**src/rtl/hdlc_tx_if.sv**
```systemverilog
// Frame-side bus of the HDLC transmit framer: byte handshake, frame control and serial/status outputs.
// The Tx buffer drives through the master modport; the framer uses the slave modport.
interface hdlc_tx_if;
  logic       Tx_Start;
  logic [7:0] Tx_Data;
  logic       Tx_DataValid;
  logic       Tx_Last;
  logic       Tx_DataReady;
  logic       Tx_AbortFrame;
  logic       Tx;
  logic       Tx_Busy;
  logic       Tx_Done;
  logic       Tx_AbortedTrans;
  logic       Tx_Underrun;

  modport master (
    output Tx_Start, Tx_Data, Tx_DataValid, Tx_Last, Tx_AbortFrame,
    input  Tx_DataReady, Tx, Tx_Busy, Tx_Done, Tx_AbortedTrans, Tx_Underrun
  );

  modport slave (
    input  Tx_Start, Tx_Data, Tx_DataValid, Tx_Last, Tx_AbortFrame,
    output Tx_DataReady, Tx, Tx_Busy, Tx_Done, Tx_AbortedTrans, Tx_Underrun
  );
endinterface

```
**src/rtl/hdlc_tx_framer.sv**
```systemverilog
// Bit-level HDLC transmit framer: flags, zero insertion, abort sequence and one-byte prefetch.
// Define HDLC_TX_FCS_EN to append a CRC-16-CCITT FCS after the last byte.
module hdlc_tx_framer #(
  parameter int OPEN_FLAGS = 1
) (
  input logic       Clk,
  input logic       Rst,
  hdlc_tx_if.slave  bus
);

  typedef enum logic [2:0] {
    S_IDLE       = 3'd0,
    S_OPEN_FLAG  = 3'd1,
    S_DATA       = 3'd2,
`ifdef HDLC_TX_FCS_EN
    S_FCS        = 3'd3,
`endif
    S_CLOSE_FLAG = 3'd4,
    S_ABORT      = 3'd5
  } state_t;

  // Patterns are indexed by transmission order, bit 0 goes out first.
  localparam logic [7:0] FLAG_PAT  = 8'h7E;
  localparam logic [7:0] ABORT_PAT = 8'hFE;
`ifdef HDLC_TX_FCS_EN
  localparam int SHIFT_W = 16;
`else
  localparam int SHIFT_W = 8;
`endif

  state_t               state_q, state_d;
  logic                 tx_q, tx_d, busy_q, busy_d, ready_q, ready_d;
  logic                 done_q, done_d, aborted_q, aborted_d, underrun_q, underrun_d;
  logic [3:0]           bit_idx_q, bit_idx_d;
  logic [1:0]           flag_cnt_q, flag_cnt_d;
  logic [SHIFT_W-1:0]   shift_q, shift_d;
  logic [4:0]           bit_cnt_q, bit_cnt_d;
  logic [2:0]           ones_q, ones_d;
  logic [7:0]           hold_q, hold_d;
  logic                 hold_full_q, hold_full_d, hold_last_q, hold_last_d;
  logic                 last_acc_q, last_acc_d, last_sent_q, last_sent_d;
  logic                 emit_s, bit_s, crc_upd_s, go_abort_s, go_close_s;
`ifdef HDLC_TX_FCS_EN
  logic [15:0]          crc_q, crc_d;

  function automatic logic [15:0] crc_next(input logic [15:0] crc, input logic b);
    crc_next = {1'b0, crc[15:1]} ^ (((crc[0] ^ b) == 1'b1) ? 16'h8408 : 16'h0000);
  endfunction
`endif

  // State and datapath registers.
  always_ff @(posedge Clk or posedge Rst) begin
    if (Rst) begin
      state_q     <= S_IDLE;
      tx_q        <= 1'b1;
      busy_q      <= 1'b0;
      ready_q     <= 1'b0;
      done_q      <= 1'b0;
      aborted_q   <= 1'b0;
      underrun_q  <= 1'b0;
      bit_idx_q   <= 4'd0;
      flag_cnt_q  <= 2'd0;
      shift_q     <= '0;
      bit_cnt_q   <= 5'd0;
      ones_q      <= 3'd0;
      hold_q      <= 8'h00;
      hold_full_q <= 1'b0;
      hold_last_q <= 1'b0;
      last_acc_q  <= 1'b0;
      last_sent_q <= 1'b0;
`ifdef HDLC_TX_FCS_EN
      crc_q       <= 16'hFFFF;
`endif
    end else begin
      state_q     <= state_d;
      tx_q        <= tx_d;
      busy_q      <= busy_d;
      ready_q     <= ready_d;
      done_q      <= done_d;
      aborted_q   <= aborted_d;
      underrun_q  <= underrun_d;
      bit_idx_q   <= bit_idx_d;
      flag_cnt_q  <= flag_cnt_d;
      shift_q     <= shift_d;
      bit_cnt_q   <= bit_cnt_d;
      ones_q      <= ones_d;
      hold_q      <= hold_d;
      hold_full_q <= hold_full_d;
      hold_last_q <= hold_last_d;
      last_acc_q  <= last_acc_d;
      last_sent_q <= last_sent_d;
`ifdef HDLC_TX_FCS_EN
      crc_q       <= crc_d;
`endif
    end
  end

  // Next-state logic: each state decides the bit that goes on the line at the coming edge.
  always_comb begin
    state_d     = state_q;
    tx_d        = tx_q;
    busy_d      = busy_q;
    done_d      = 1'b0;
    aborted_d   = 1'b0;
    underrun_d  = 1'b0;
    bit_idx_d   = bit_idx_q;
    flag_cnt_d  = flag_cnt_q;
    shift_d     = shift_q;
    bit_cnt_d   = bit_cnt_q;
    ones_d      = ones_q;
    hold_d      = hold_q;
    hold_full_d = hold_full_q;
    hold_last_d = hold_last_q;
    last_acc_d  = last_acc_q;
    last_sent_d = last_sent_q;
    emit_s      = 1'b0;
    bit_s       = 1'b0;
    crc_upd_s   = 1'b0;
    go_abort_s  = 1'b0;
    go_close_s  = 1'b0;
`ifdef HDLC_TX_FCS_EN
    crc_d       = crc_q;
`endif

    if (bus.Tx_DataValid && ready_q) begin
      hold_d      = bus.Tx_Data;
      hold_full_d = 1'b1;
      hold_last_d = bus.Tx_Last;
      last_acc_d  = last_acc_q | bus.Tx_Last;
    end else begin
      hold_full_d = hold_full_q;
    end

    case (state_q)
      S_IDLE: begin
        tx_d   = 1'b1;
        busy_d = 1'b0;
        if (bus.Tx_Start) begin
          state_d     = S_OPEN_FLAG;
          tx_d        = FLAG_PAT[0];
          busy_d      = 1'b1;
          bit_idx_d   = 4'd1;
          flag_cnt_d  = 2'd0;
          hold_full_d = 1'b0;
          last_acc_d  = 1'b0;
          last_sent_d = 1'b0;
        end else begin
          state_d = S_IDLE;
        end
      end
      S_OPEN_FLAG: begin
        if (bus.Tx_AbortFrame) begin
          go_abort_s = 1'b1;
        end else begin
          tx_d = FLAG_PAT[bit_idx_q[2:0]];
          if (bit_idx_q == 4'd7) begin
            bit_idx_d = 4'd0;
            if (flag_cnt_q == 2'(OPEN_FLAGS - 1)) begin
              state_d   = S_DATA;
              bit_cnt_d = 5'd0;
              ones_d    = 3'd0;
`ifdef HDLC_TX_FCS_EN
              crc_d     = 16'hFFFF;
`endif
            end else begin
              flag_cnt_d = flag_cnt_q + 2'd1;
            end
          end else begin
            bit_idx_d = bit_idx_q + 4'd1;
          end
        end
      end
      S_DATA: begin
        if (bus.Tx_AbortFrame) begin
          go_abort_s = 1'b1;
        end else if (ones_q == 3'd5) begin
          tx_d   = 1'b0;
          ones_d = 3'd0;
        end else if (bit_cnt_q == 5'd0) begin
          if (last_sent_q) begin
`ifdef HDLC_TX_FCS_EN
            state_d   = S_FCS;
            emit_s    = 1'b1;
            bit_s     = ~crc_q[0];
            shift_d   = SHIFT_W'((~crc_q) >> 1);
            bit_cnt_d = 5'd15;
`else
            go_close_s = 1'b1;
`endif
          end else if (hold_full_q) begin
            emit_s      = 1'b1;
            crc_upd_s   = 1'b1;
            bit_s       = hold_q[0];
            shift_d     = SHIFT_W'(hold_q >> 1);
            bit_cnt_d   = 5'd7;
            hold_full_d = 1'b0;
            last_sent_d = hold_last_q;
          end else begin
            underrun_d = 1'b1;
            go_abort_s = 1'b1;
          end
        end else begin
          emit_s    = 1'b1;
          crc_upd_s = 1'b1;
          bit_s     = shift_q[0];
          shift_d   = shift_q >> 1;
          bit_cnt_d = bit_cnt_q - 5'd1;
        end
      end
`ifdef HDLC_TX_FCS_EN
      S_FCS: begin
        if (bus.Tx_AbortFrame) begin
          go_abort_s = 1'b1;
        end else if (ones_q == 3'd5) begin
          tx_d   = 1'b0;
          ones_d = 3'd0;
        end else if (bit_cnt_q == 5'd0) begin
          go_close_s = 1'b1;
        end else begin
          emit_s    = 1'b1;
          bit_s     = shift_q[0];
          shift_d   = shift_q >> 1;
          bit_cnt_d = bit_cnt_q - 5'd1;
        end
      end
`endif
      S_CLOSE_FLAG: begin
        if (bit_idx_q == 4'd8) begin
          state_d = S_IDLE;
          tx_d    = 1'b1;
          busy_d  = 1'b0;
          done_d  = 1'b1;
        end else begin
          tx_d      = FLAG_PAT[bit_idx_q[2:0]];
          bit_idx_d = bit_idx_q + 4'd1;
        end
      end
      S_ABORT: begin
        if (bit_idx_q == 4'd8) begin
          state_d   = S_IDLE;
          tx_d      = 1'b1;
          busy_d    = 1'b0;
          aborted_d = 1'b1;
        end else begin
          tx_d      = ABORT_PAT[bit_idx_q[2:0]];
          bit_idx_d = bit_idx_q + 4'd1;
        end
      end
      default: begin
        state_d = S_IDLE;
        tx_d    = 1'b1;
        busy_d  = 1'b0;
      end
    endcase

    if (emit_s) begin
      tx_d   = bit_s;
      ones_d = bit_s ? (ones_q + 3'd1) : 3'd0;
    end else begin
      ones_d = ones_d;
    end
`ifdef HDLC_TX_FCS_EN
    if (crc_upd_s) begin
      crc_d = crc_next(crc_q, bit_s);
    end else begin
      crc_d = crc_d;
    end
`endif
    if (go_close_s) begin
      state_d   = S_CLOSE_FLAG;
      tx_d      = FLAG_PAT[0];
      bit_idx_d = 4'd1;
    end else if (go_abort_s) begin
      // Abort drops the remaining bits, any pending stuffed zero and the prefetched byte.
      state_d     = S_ABORT;
      tx_d        = ABORT_PAT[0];
      bit_idx_d   = 4'd1;
      hold_full_d = 1'b0;
      hold_last_d = 1'b0;
    end else begin
      state_d = state_d;
    end

    ready_d = busy_d && !hold_full_d && !last_acc_d &&
              ((state_d == S_OPEN_FLAG) || (state_d == S_DATA));
  end

  assign bus.Tx              = tx_q;
  assign bus.Tx_Busy         = busy_q;
  assign bus.Tx_DataReady    = ready_q;
  assign bus.Tx_Done         = done_q;
  assign bus.Tx_AbortedTrans = aborted_q;
  assign bus.Tx_Underrun     = underrun_q;

endmodule

```
**src/flat_wrapper.sv**
```systemverilog
// flat-port wrapper written by rule: the top's interface ports become plain ports
module hdlc_tx_framer_flat 
#(
  parameter int OPEN_FLAGS = 1
)
  (Clk, Rst, bus_Tx_Start, bus_Tx_Data, bus_Tx_DataValid, bus_Tx_Last, bus_Tx_AbortFrame, bus_Tx_DataReady, bus_Tx, bus_Tx_Busy, bus_Tx_Done, bus_Tx_AbortedTrans, bus_Tx_Underrun);
  hdlc_tx_if bus_i ();
  input logic Clk;
  input logic Rst;
  input wire logic [$bits(bus_i.Tx_Start)-1:0] bus_Tx_Start;
  input wire logic [$bits(bus_i.Tx_Data)-1:0] bus_Tx_Data;
  input wire logic [$bits(bus_i.Tx_DataValid)-1:0] bus_Tx_DataValid;
  input wire logic [$bits(bus_i.Tx_Last)-1:0] bus_Tx_Last;
  input wire logic [$bits(bus_i.Tx_AbortFrame)-1:0] bus_Tx_AbortFrame;
  output wire logic [$bits(bus_i.Tx_DataReady)-1:0] bus_Tx_DataReady;
  output wire logic [$bits(bus_i.Tx)-1:0] bus_Tx;
  output wire logic [$bits(bus_i.Tx_Busy)-1:0] bus_Tx_Busy;
  output wire logic [$bits(bus_i.Tx_Done)-1:0] bus_Tx_Done;
  output wire logic [$bits(bus_i.Tx_AbortedTrans)-1:0] bus_Tx_AbortedTrans;
  output wire logic [$bits(bus_i.Tx_Underrun)-1:0] bus_Tx_Underrun;
  assign bus_i.Tx_Start = bus_Tx_Start;
  assign bus_i.Tx_Data = bus_Tx_Data;
  assign bus_i.Tx_DataValid = bus_Tx_DataValid;
  assign bus_i.Tx_Last = bus_Tx_Last;
  assign bus_i.Tx_AbortFrame = bus_Tx_AbortFrame;
  assign bus_Tx_DataReady = bus_i.Tx_DataReady;
  assign bus_Tx = bus_i.Tx;
  assign bus_Tx_Busy = bus_i.Tx_Busy;
  assign bus_Tx_Done = bus_i.Tx_Done;
  assign bus_Tx_AbortedTrans = bus_i.Tx_AbortedTrans;
  assign bus_Tx_Underrun = bus_i.Tx_Underrun;
  hdlc_tx_framer #(.OPEN_FLAGS(OPEN_FLAGS)) u_core (.Clk(Clk), .Rst(Rst), .bus(bus_i));
endmodule
```
**config.mk**
```make
export PLATFORM = sky130hd
export DESIGN_NAME = hdlc_tx_framer_flat
export DESIGN_NICKNAME = d
export VERILOG_FILES = /design/src/rtl/hdlc_tx_if.sv /design/src/rtl/hdlc_tx_framer.sv /design/src/flat_wrapper.sv
export SDC_FILE = /design/constraint.sdc
export NUM_CORES = 1
export LEC_CHECK = 0
export BUFFER_PORTS_ARGS = -buffer_cell sky130_fd_sc_hd__buf_2
export CAP_MARGIN = 20
export CORE_MARGIN = 8
export CORE_UTILIZATION = 53
export CTS_CLUSTER_SIZE = 16
export DETAILED_ROUTE_END_ITERATION = 16
export GPL_ROUTABILITY_DRIVEN = 1
export GPL_TIMING_DRIVEN = 0
export PLACE_DENSITY = 0.75
export SETUP_SLACK_MARGIN = 0.1
export SLEW_MARGIN = 15
export SYNTH_ARGS = -nofsm -noshare
export SYNTH_HDL_FRONTEND = slang
export SYNTH_SLANG_ARGS = --single-unit
```
**constraint.sdc**
```tcl
create_clock -name Clk -period 2 [get_ports Clk]
set_clock_uncertainty 0.1 [all_clocks]
set_input_delay 0.6 -clock Clk [delete_from_list [all_inputs] [get_ports Clk]]
set_output_delay 0.6 -clock Clk [all_outputs]
set_load 0.1 [all_outputs]
```
==> results.md, run 1 <==
- The share of Yosys cell area claimed by the top area cell type is between 40% and 50%.
- The number of nets in the synthesized netlist is 250.
- The most common library cell in the layout ignoring fill and taps is sky130_fd_sc_hd__dfrtp_1.
- The via count of the first global-routing pass is between 1500 and 2000.
- The uppermost layer routed is met4.
- For this run, design rule violations remaining after detail routing come to 0.
- The maximum number of buffers from clock root to sink is 2.
- The required time reported for the critical path endpoint is 2110 ps.
- By area the synthesized netlist is led by sky130_fd_sc_hd__dfrtp_1 (45%), sky130_fd_sc_hd__nand2_1 (5.1%), sky130_fd_sc_hd__mux2i_1 (4.8%).
- The leakage dissipation is roughly 1.3 nW.
- The initial antenna violation count was 0.
- The global placement routability congestion is roughly 0.83.
- The synthesized netlist contains 58 unique library cells.
- The core outline area is between 0.004 and 0.005 mm^2.
- The die covers roughly 0.0067 mm^2.
- The cell total after placement is around 300.
- The HPWL after detailed placement is roughly 3200 um.
- Cells with a size suffix above 1 make up between 30% and 40% of the layout.
- The total chip power is roughly 0.0047 W.
- The endpoint identified for the worst register-to-register timing path is u_core.bus.Tx_DataReady$_DFF_PP0_.
- The clock-pin transition on the worst setup and hold timing paths is about 90 ps.
- The proportion of power drawn by the clock network is 12.8%.
- The kind of launch point of the worst setup path is a flip-flop.
- The layout has 329 filler cells.
- The site row count is 24.
- The worst max-slew margin expressed relative to the limit is approximately 65%.
- The die span in y is 81.9 um.
- The first global-routing pass estimated roughly 9000 um of wire.
- Among all flip-flop cells after synthesis, the most frequent one is sky130_fd_sc_hd__dfrtp_1.
- Data on the critical path arrives at its endpoint at approximately 2200 ps.
- Once routing completed, OpenROAD measured the worst setup slack at -92.7 ps.
- Dividing the final minimum period by the clock period gives 105%.
- The routed via count divided by cell count is about 5.7.
- The die is around 80 um wide.
- Once the floorplan was initialized, standard cells occupied a little over half of the core.
- The final count of pins violating max slew is 0.
- Net switching is around 44% of the power.
- The later pin in the worst-skew pair is clocked with a latency of 310 ps.
- The run finished, with violations left.
- The detailed-route via count is between 1500 and 2000.
- Relative to the synthesized area, the layout overhead comes to 22.2%.
- The I/O pin count is 20.
- The met3 wirelength from detailed routing is ~210 um.
- STA classifies the critical path endpoint as a flip-flop.
- The largest total area in the synthesized netlist belongs to sky130_fd_sc_hd__dfrtp_1.
- Counting flops with an async set or reset pin after synthesis yields a share of 100%.
- TritonCTS built the clock tree.
- The analysis attributes to net switching a power of between 0.002 and 0.0025 W.
- The worst slack after detailed placement is -256 ps.
- The part of the power in combinational logic is 56.6%.
- The final reports fail on negative setup slack.
- The root buffer selected by CTS is sky130_fd_sc_hd__clkbuf_8.
- The largest vdd supply drop is between 1000 and 1500 uV.
- The per-instance average area after synthesis is 10.1 um^2.
- The top cell types in the final layout, fill and taps aside, are sky130_fd_sc_hd__dfrtp_1 (40), sky130_fd_sc_hd__nand2_1 (29), sky130_fd_sc_hd__buf_2 (20).
- The clock net in this run drives a total of between 40 and 50 sinks.
- The source of the worst register-to-register timing path is u_core.bit_cnt_q[1]$_DFFE_PP0P_.
- 0 antenna diodes ended up in the layout.
- After synthesis the cells add up to 0.00230 mm^2.
- The finished layout cell area is around 0.0028 mm^2.
- Sequential elements use a little under half of the synthesized area.
- The wire length reported by the detailed router is roughly 5000 um.
- The cell-internal power is between 0.002 and 0.003 W.
- The number of nets in the layout is about 290.
- Setup repair after global routing could not meet its margin everywhere.
- The average routed wire per standard cell is 15.6 um.
- Counting cells, the worst reg-to-reg path comes to 9.
- Detailed routing placed a total of 2400 um of wire on met2.
- Buffers inserted during clock tree synthesis total 5.
- The number of input and output port buffers inserted is 19.
- The first-pass iteration count of the detailed router is 4.
- Counting flops with a built-in enable in the synthesized netlist gives 0.
- The remaining antenna violation count is 0.
- The slew at the pin with the worst max-slew slack is between 500 and 600 ps.
- Along the worst path, the maximum fanout reaches 5.
- Power spread over the standard cell area amounts to ~1700 mW/mm^2.
- Across all hold checks on the routed design, the worst slack comes to approximately 150 ps.
- The type of the worst setup path is reg -> reg.
- The maximum frequency from static timing analysis is 478 MHz.
- The synthesis warning total is 0.
- The worst setup slack for register-to-register paths is -90 ps.
- Synthesis handed over a netlist of about 230 instances.
- Global routing used 16.7% of the available tracks across all layers.
- The count of cells in the finished layout, fillers not included, comes to about 320.
- The final setup violation count is 11.
- The H-tree was split into 2 levels.
- The overall overflow remaining after global route is 0.
- Sequential cells account for a little under a third of the total power.
- The post-place instance area is around 0.0025 mm^2.
- The number of max-capacitance violations reported is 0.
- The register bit count reported by yosys is 42.
- The first-iteration detailed-routing DRC count is 123.
- The wire length on met1 is roughly 2300 um.
- The count of endpoints failing hold in the final timing report was 0.
- In this run the worst hold path is classified as in -> async.
- Counting I/O delays and the setup requirement, the final critical path takes roughly 2100 ps.
- Entering global routing, the biggest net connects 28 pins.
flip-flops by register name, summed over array words and instances, names as in the netlist:
register and cells:
u_core.last_acc_q 1, u_core.bus.Tx_AbortedTrans 1, u_core.bus.Tx 1, u_core.hold_last_q 1
u_core.hold_q 8, u_core.ones_q 3, u_core.bit_idx_q 4, u_core.hold_full_q 1
u_core.flag_cnt_q 2, u_core.bus.Tx_Done 1, u_core.shift_q 7, u_core.bus.Tx_Underrun 1
u_core.state_q 3, u_core.bus.Tx_Busy 1, u_core.last_sent_q 1, u_core.bus.Tx_DataReady 1
u_core.bit_cnt_q 5
power groups by stage:
stage,registers [W],clock network (W),logic [W]
global route,0.00147,0.000643,0.00287
global placement,0.00141,0,0.00202
floorplan,0.00155,0,0.00152
finish,0.00143,0.000594,0.00264
detailed placement,0.00143,0,0.00206
CTS,0.00141,0.000609,0.00248
kinds of logic (layout without fill, tap and decap cells):
kind of cell             Yosys count  count (layout)  share of synthesized area (%)
adder cells (fa/ha/maj)            7               7                           3.80
flip-flops                        42              42                           45.7
AND/OR/NAND/NOR                   79              79                           20.7
AO/OA/AOI/OAI                     57              57                           15.9
buffers and inverters             24              64                           4.78
multiplexers                      19              19                           8.70
XOR/XNOR                           1               1                          0.381
how the worst max path moves through the flow:
stage,startpoint,endpoint,slack (ps)
CTS,u_core.bit_cnt_q[0]$_DFFE_PP0P_,u_core.bus.Tx_DataReady$_DFF_PP0_,-110
global route,u_core.bit_cnt_q[0]$_DFFE_PP0P_,u_core.ones_q[1]$_DFFE_PP0P_,-170
detailed placement,u_core.bit_cnt_q[1]$_DFFE_PP0P_,u_core.bus.Tx_DataReady$_DFF_PP0_,-260
finish,u_core.bit_cnt_q[1]$_DFFE_PP0P_,u_core.bus.Tx_DataReady$_DFF_PP0_,-90
global placement,Rst,u_core.bus.Tx_DataReady$_DFF_PP0_,-360
floorplan,u_core.bit_cnt_q[1]$_DFFE_PP0P_,u_core.bus.Tx_DataReady$_DFF_PP0_,30
cell type report:
cell class / instances / area (um^2) / share of cell area (%)
plain buffers: 8 / 63.8 / 2.27
clock buffers: 5 / 68.8 / 2.45
clock inverters: 3 / 28.8 / 1.02
inverters: 16 / 60.1 / 2.13
multi-input cells: 163 / 1260 / 44.7
flip-flops and latches: 42 / 1050 / 37.4
well taps: 52 / 65.1 / 2.31
repair buffers: 32 / 215 / 7.65
repair_timing:
action,in CTS,in global routing
endpoints found under the hold margin,0,0
gates resized for setup,17,17
setup buffers,11,2
hold buffers,0,0
pin swaps,8,6
endpoints found under the setup margin,30,29
cell usage after synthesis (2+ instances only):
cell type and n:
sky130_fd_sc_hd__nand3b_1 2, sky130_fd_sc_hd__nand3_1 4, sky130_fd_sc_hd__a31oi_1 2, sky130_fd_sc_hd__dfrtp_1 41, sky130_fd_sc_hd__mux2i_1 11, sky130_fd_sc_hd__nand2b_1 2
sky130_fd_sc_hd__buf_6 2, sky130_fd_sc_hd__nor3b_1 3, sky130_fd_sc_hd__o21ai_0 19, sky130_fd_sc_hd__buf_2 4, sky130_fd_sc_hd__a21oi_1 13, sky130_fd_sc_hd__or2_2 2
sky130_fd_sc_hd__a211o_1 2, sky130_fd_sc_hd__nor3_1 3, sky130_fd_sc_hd__nor4_1 2, sky130_fd_sc_hd__nand2_1 31, sky130_fd_sc_hd__o22ai_1 4, sky130_fd_sc_hd__clkbuf_1 2
sky130_fd_sc_hd__and3_1 2, sky130_fd_sc_hd__nor2b_1 4, sky130_fd_sc_hd__inv_1 16, sky130_fd_sc_hd__ha_1 7, sky130_fd_sc_hd__nor2_1 7, sky130_fd_sc_hd__a21o_1 2
sky130_fd_sc_hd__mux2_2 8, sky130_fd_sc_hd__o21bai_1 2
through the flow:
step / utilization, % / setup TNS (ps)
global route: 66.0 / -2030
global placement: 58.0 / -11210
floorplan: - / 0
finish: 66.0 / -400
detailed placement: 58.4 / -2320
CTS: 64.6 / -535
worst max-delay path, stage by stage (launching register included):
cell	delay, ps
sky130_fd_sc_hd__dfrtp_1	390
sky130_fd_sc_hd__inv_2	70
sky130_fd_sc_hd__ha_4	150
sky130_fd_sc_hd__or4b_4	200
sky130_fd_sc_hd__buf_8	110
sky130_fd_sc_hd__nor3_4	40
sky130_fd_sc_hd__buf_4	140
sky130_fd_sc_hd__a211o_4	340
sky130_fd_sc_hd__or2_4	250
sky130_fd_sc_hd__nor4b_4	200
per-layer routing:
metal / global-route usage, % / vias to the layer above
li1: - / 893
met1: 21.8 / 888
met2: 26.5 / 47
met3: 3.50 / 12
met4: 6.67 / 0
met5: 0 / -
Power figures use the tool's default switching activity.
==> run 2, diff against run 1 <==
==> constraint.sdc (replaced) <==
create_clock -name Clk -period 2 [get_ports Clk]
set_clock_uncertainty 0.1 [all_clocks]
set_input_delay 0.6 -clock Clk [delete_from_list [all_inputs] [get_ports Clk]]
set_output_delay 0.6 -clock Clk [all_outputs]
set_load 0.01 [all_outputs]
==> run 2 against run 1 <==
Die area is the same. Maximum frequency grew 1.2%. Largest power group unchanged. Cell area grew 2.8%. The run still ends with negative setup slack left. Clock power shrank 8.4%. Via count shrank 0.87%.
==> results.md, run 2 (synthesis results as in run 1) <==
- The run finished, with violations left.
- The checks that failed: negative setup slack.
- Compared with the post-synthesis result, the final layout area differs by 25.7%.
- The path class of the tightest hold or removal check is in -> async.
- The routed design could run at a clock period as short as roughly 2100 ps.
- Entering global routing, the biggest net connects 28 pins.
- The number of CTS-inserted buffers is 5.
- The internal portion of the total power is around 0.0027 W.
- The proportion of power drawn by the clock network is between 10% and 20%.
- The overall overflow remaining after global route is 0.
- Setup repair after global routing could not meet its margin everywhere.
- The design draws about 0.0046 W.
- Detailed placement ended at an HPWL of between 3000 and 4000 um.
- The root buffer selected by CTS is sky130_fd_sc_hd__clkbuf_8.
- The worst max-slew margin expressed relative to the limit is 61.8%.
- The largest registers in the layout are u_core.hold_q: 8 flops, u_core.shift_q: 7 flops, u_core.bit_cnt_q: 5 flops.
- The switching part of the total is 40.8%.
- In this run, flip-flops and latches consume about a third of the power.
- The first global-routing pass estimated 8350 um of wire.
- The final count of pins violating max slew was 0.
- The clock tree from TritonCTS is yes.
- The nature of the critical path endpoint is a flip-flop.
- The initial antenna violation count is 0.
- The number of nets in the layout is 296.
- The final worst setup slack is -67.6 ps.
- CTS built an H-tree with a depth of 2.
- For this configuration, the core starts out at a cell density of a little over half.
- The routed via count divided by cell count is 5.56.
- The maximum number of buffers from clock root to sink is 2.
- Leaving out fill and tap cells, the most frequent cells in the layout are sky130_fd_sc_hd__dfrtp_1 (41), sky130_fd_sc_hd__nand2_1 (23), sky130_fd_sc_hd__buf_2 (21).
- The worst register-to-register path has a depth of 9.
- The number of design rule violations left after detail routing is 0.
- The signal on the critical path passes through inv_2 -> ha_4 -> or4b_4 -> buf_8 -> buf_6 -> nand2_2 -> a21o_1 -> o21bai_1 -> a21o_1.
- The maximum frequency from static timing analysis is about 480 MHz.
- The floorplan step set the die width to around 82 um.
- The area of the die is roughly 0.0067 mm^2.
- The worst path arrival time is 2160 ps.
- The remaining antenna violation count is 0.
- In this run the count of I/O pins placed on the die edge is 20.
- The largest vdd supply drop is slightly below 900 uV.
- The worst setup path is of the reg -> reg kind.
- The wire length reported by the detailed router is just under 5000 um.
- The clock latency at the later pin of the worst-skew pair is about 300 ps.
- The final period utilization is 103%.
- The via count of the first global-routing pass is about 1800.
- The power per cell area is ~1600 mW/mm^2.
- STA puts the critical path data required time at about 2100 ps.
- In this run the core area contains 24 standard-cell rows.
- Of the cells placed in the final design, the portion with a size suffix greater than 1 is between 30% and 40%.
- At the end of routability-driven placement, the weighted congestion stood at around 0.84.
- The number of standard cells in the final layout excluding fillers is around 330.
- The tool flagged a number of max-cap violations equal to 0.
- Leaving out fill and tap cells, the most frequent cell in the layout is sky130_fd_sc_hd__dfrtp_1.
- At the pin with the least slew margin, the transition time is between 500 and 600 ps.
- On the critical path, the stage with the largest delay is an instance of sky130_fd_sc_hd__or4b_4.
- The top fanout value on the critical path is 5.
- The leakage dissipation is 1.32 nW.
- Clock-pin slew was measured on the worst setup and hold paths at 80 ps.
- The part of the power in combinational logic is between 50 and 60%.
- For this run, the slowest stage of the critical path takes ~460 ps.
- STA classifies the critical path startpoint as a flip-flop.
- The first-iteration detailed-routing DRC count is between 100 and 150.
- For this design, the CTS-stage hold fixing added 0 buffers.
- Global routing used ~16% of the available tracks.
- The repair_antennas step left the layout with diodes totalling 0.
- The number of input and output port buffers inserted is 19.
- Dividing the detail-routed wire length by the instance count gives approximately 15 um.
- In this design, the critical path's most frequently occurring cell is sky130_fd_sc_hd__a21o_1.
- The first TritonRoute pass finished after 4 iterations.
- The core region is 0.00426 mm^2.
- Setup violations remaining at the end of the flow were counted as 14.
- The detailed-route via count is 1824.
- u_core.hold_q holds more flip-flops than any other register.
- The register with the most flip-flops in the layout has 8 of them.
- The worst slack after detailed placement is -228 ps.
- The net load switching power is about 0.0019 W.
- The count of endpoints failing hold in the final timing report came to 0.
- The clock sink total is between 40 and 50.
- The layout has 313 filler cells.
- The die span in y is just over 80 um.
- The number of placed instances, taps included, is between 300 and 400.
-- run 2: cell type report --
class	count	area, um^2	area share [%]
Multi-Input combinational cell	163	1270	44.0
Sequential cell	42	1050	36.4
Timing Repair Buffer	39	293	10.1
Clock buffer	6	72.6	2.51
Tap cell	52	65.1	2.25
Buffer	8	63.8	2.20
Inverter	16	60.1	2.08
Clock inverter	2	13.8	0.476
-- run 2: through the flow --
step | setup TNS [ps] | cell area, um^2 | utilization (%) | hold WS (ps)
after CTS | -240 | 2780 | 65.3 | 168
final | -532 | 2890 | 67.9 | 161
after floorplan | 0 | 2310 | - | 348
after detailed placement | -1900 | 2490 | 58.4 | 370
after global placement | -10600 | 2470 | 57.9 | 361
after global routing | -1970 | 2890 | 67.9 | 186
-- run 2: final timing paths --
path	start	endpoint	slack, ps
max reg2reg	u_core.bit_cnt_q[1]$_DFFE_PP0P_	u_core.ones_q[2]$_DFFE_PP0P_	-70
min reg2reg	u_core.hold_q[4]$_DFFE_PP0P_	u_core.hold_q[4]$_DFFE_PP0P_	410
max	u_core.bit_cnt_q[1]$_DFFE_PP0P_	u_core.ones_q[2]$_DFFE_PP0P_	-70
min	Rst	u_core.bus.Tx_Underrun$_DFF_PP0_	160
min in group Clk	u_core.hold_q[4]$_DFFE_PP0P_	u_core.hold_q[4]$_DFFE_PP0P_	410
max in group asynchronous	Rst	u_core.state_q[0]$_DFF_PP0_	1180
-- run 2: power by group through the flow --
stage	logic (W)	registers [W]	clock network (W)
floorplan	0.00152	0.00138	0
global placement	0.00184	0.00141	0
detailed placement	0.00189	0.00142	0
CTS	0.00240	0.00141	0.000557
global route	0.00280	0.00148	0.000594
finish	0.00258	0.00143	0.000544
-- run 2: critical path, delay by kind of cell (launching register included) --
family / cells / cell delay, ps
buffers and inverters: 3 / 370
adders and majority gates: 1 / 120
AOI/OAI and AO/OA: 3 / 450
and+or+nand+nor: 2 / 510
DFF: 1 / 410
-- run 2: what timing repair did --
item	in CTS	in global routing
setup endpoints to repair	29	29
setup buffers	15	3
gates resized for setup	24	26
pin swaps	16	8
gates cloned	1	0
-- run 2: layer usage --
layer  vias to the layer above  wire length (um)  GRT usage, %
met1                       873              2240          20.0
li1                        904                 -             -
met5                         -                 0             0
met2                        38              2420          25.0
met4                         0               107          6.67
met3                         9               199          3.83
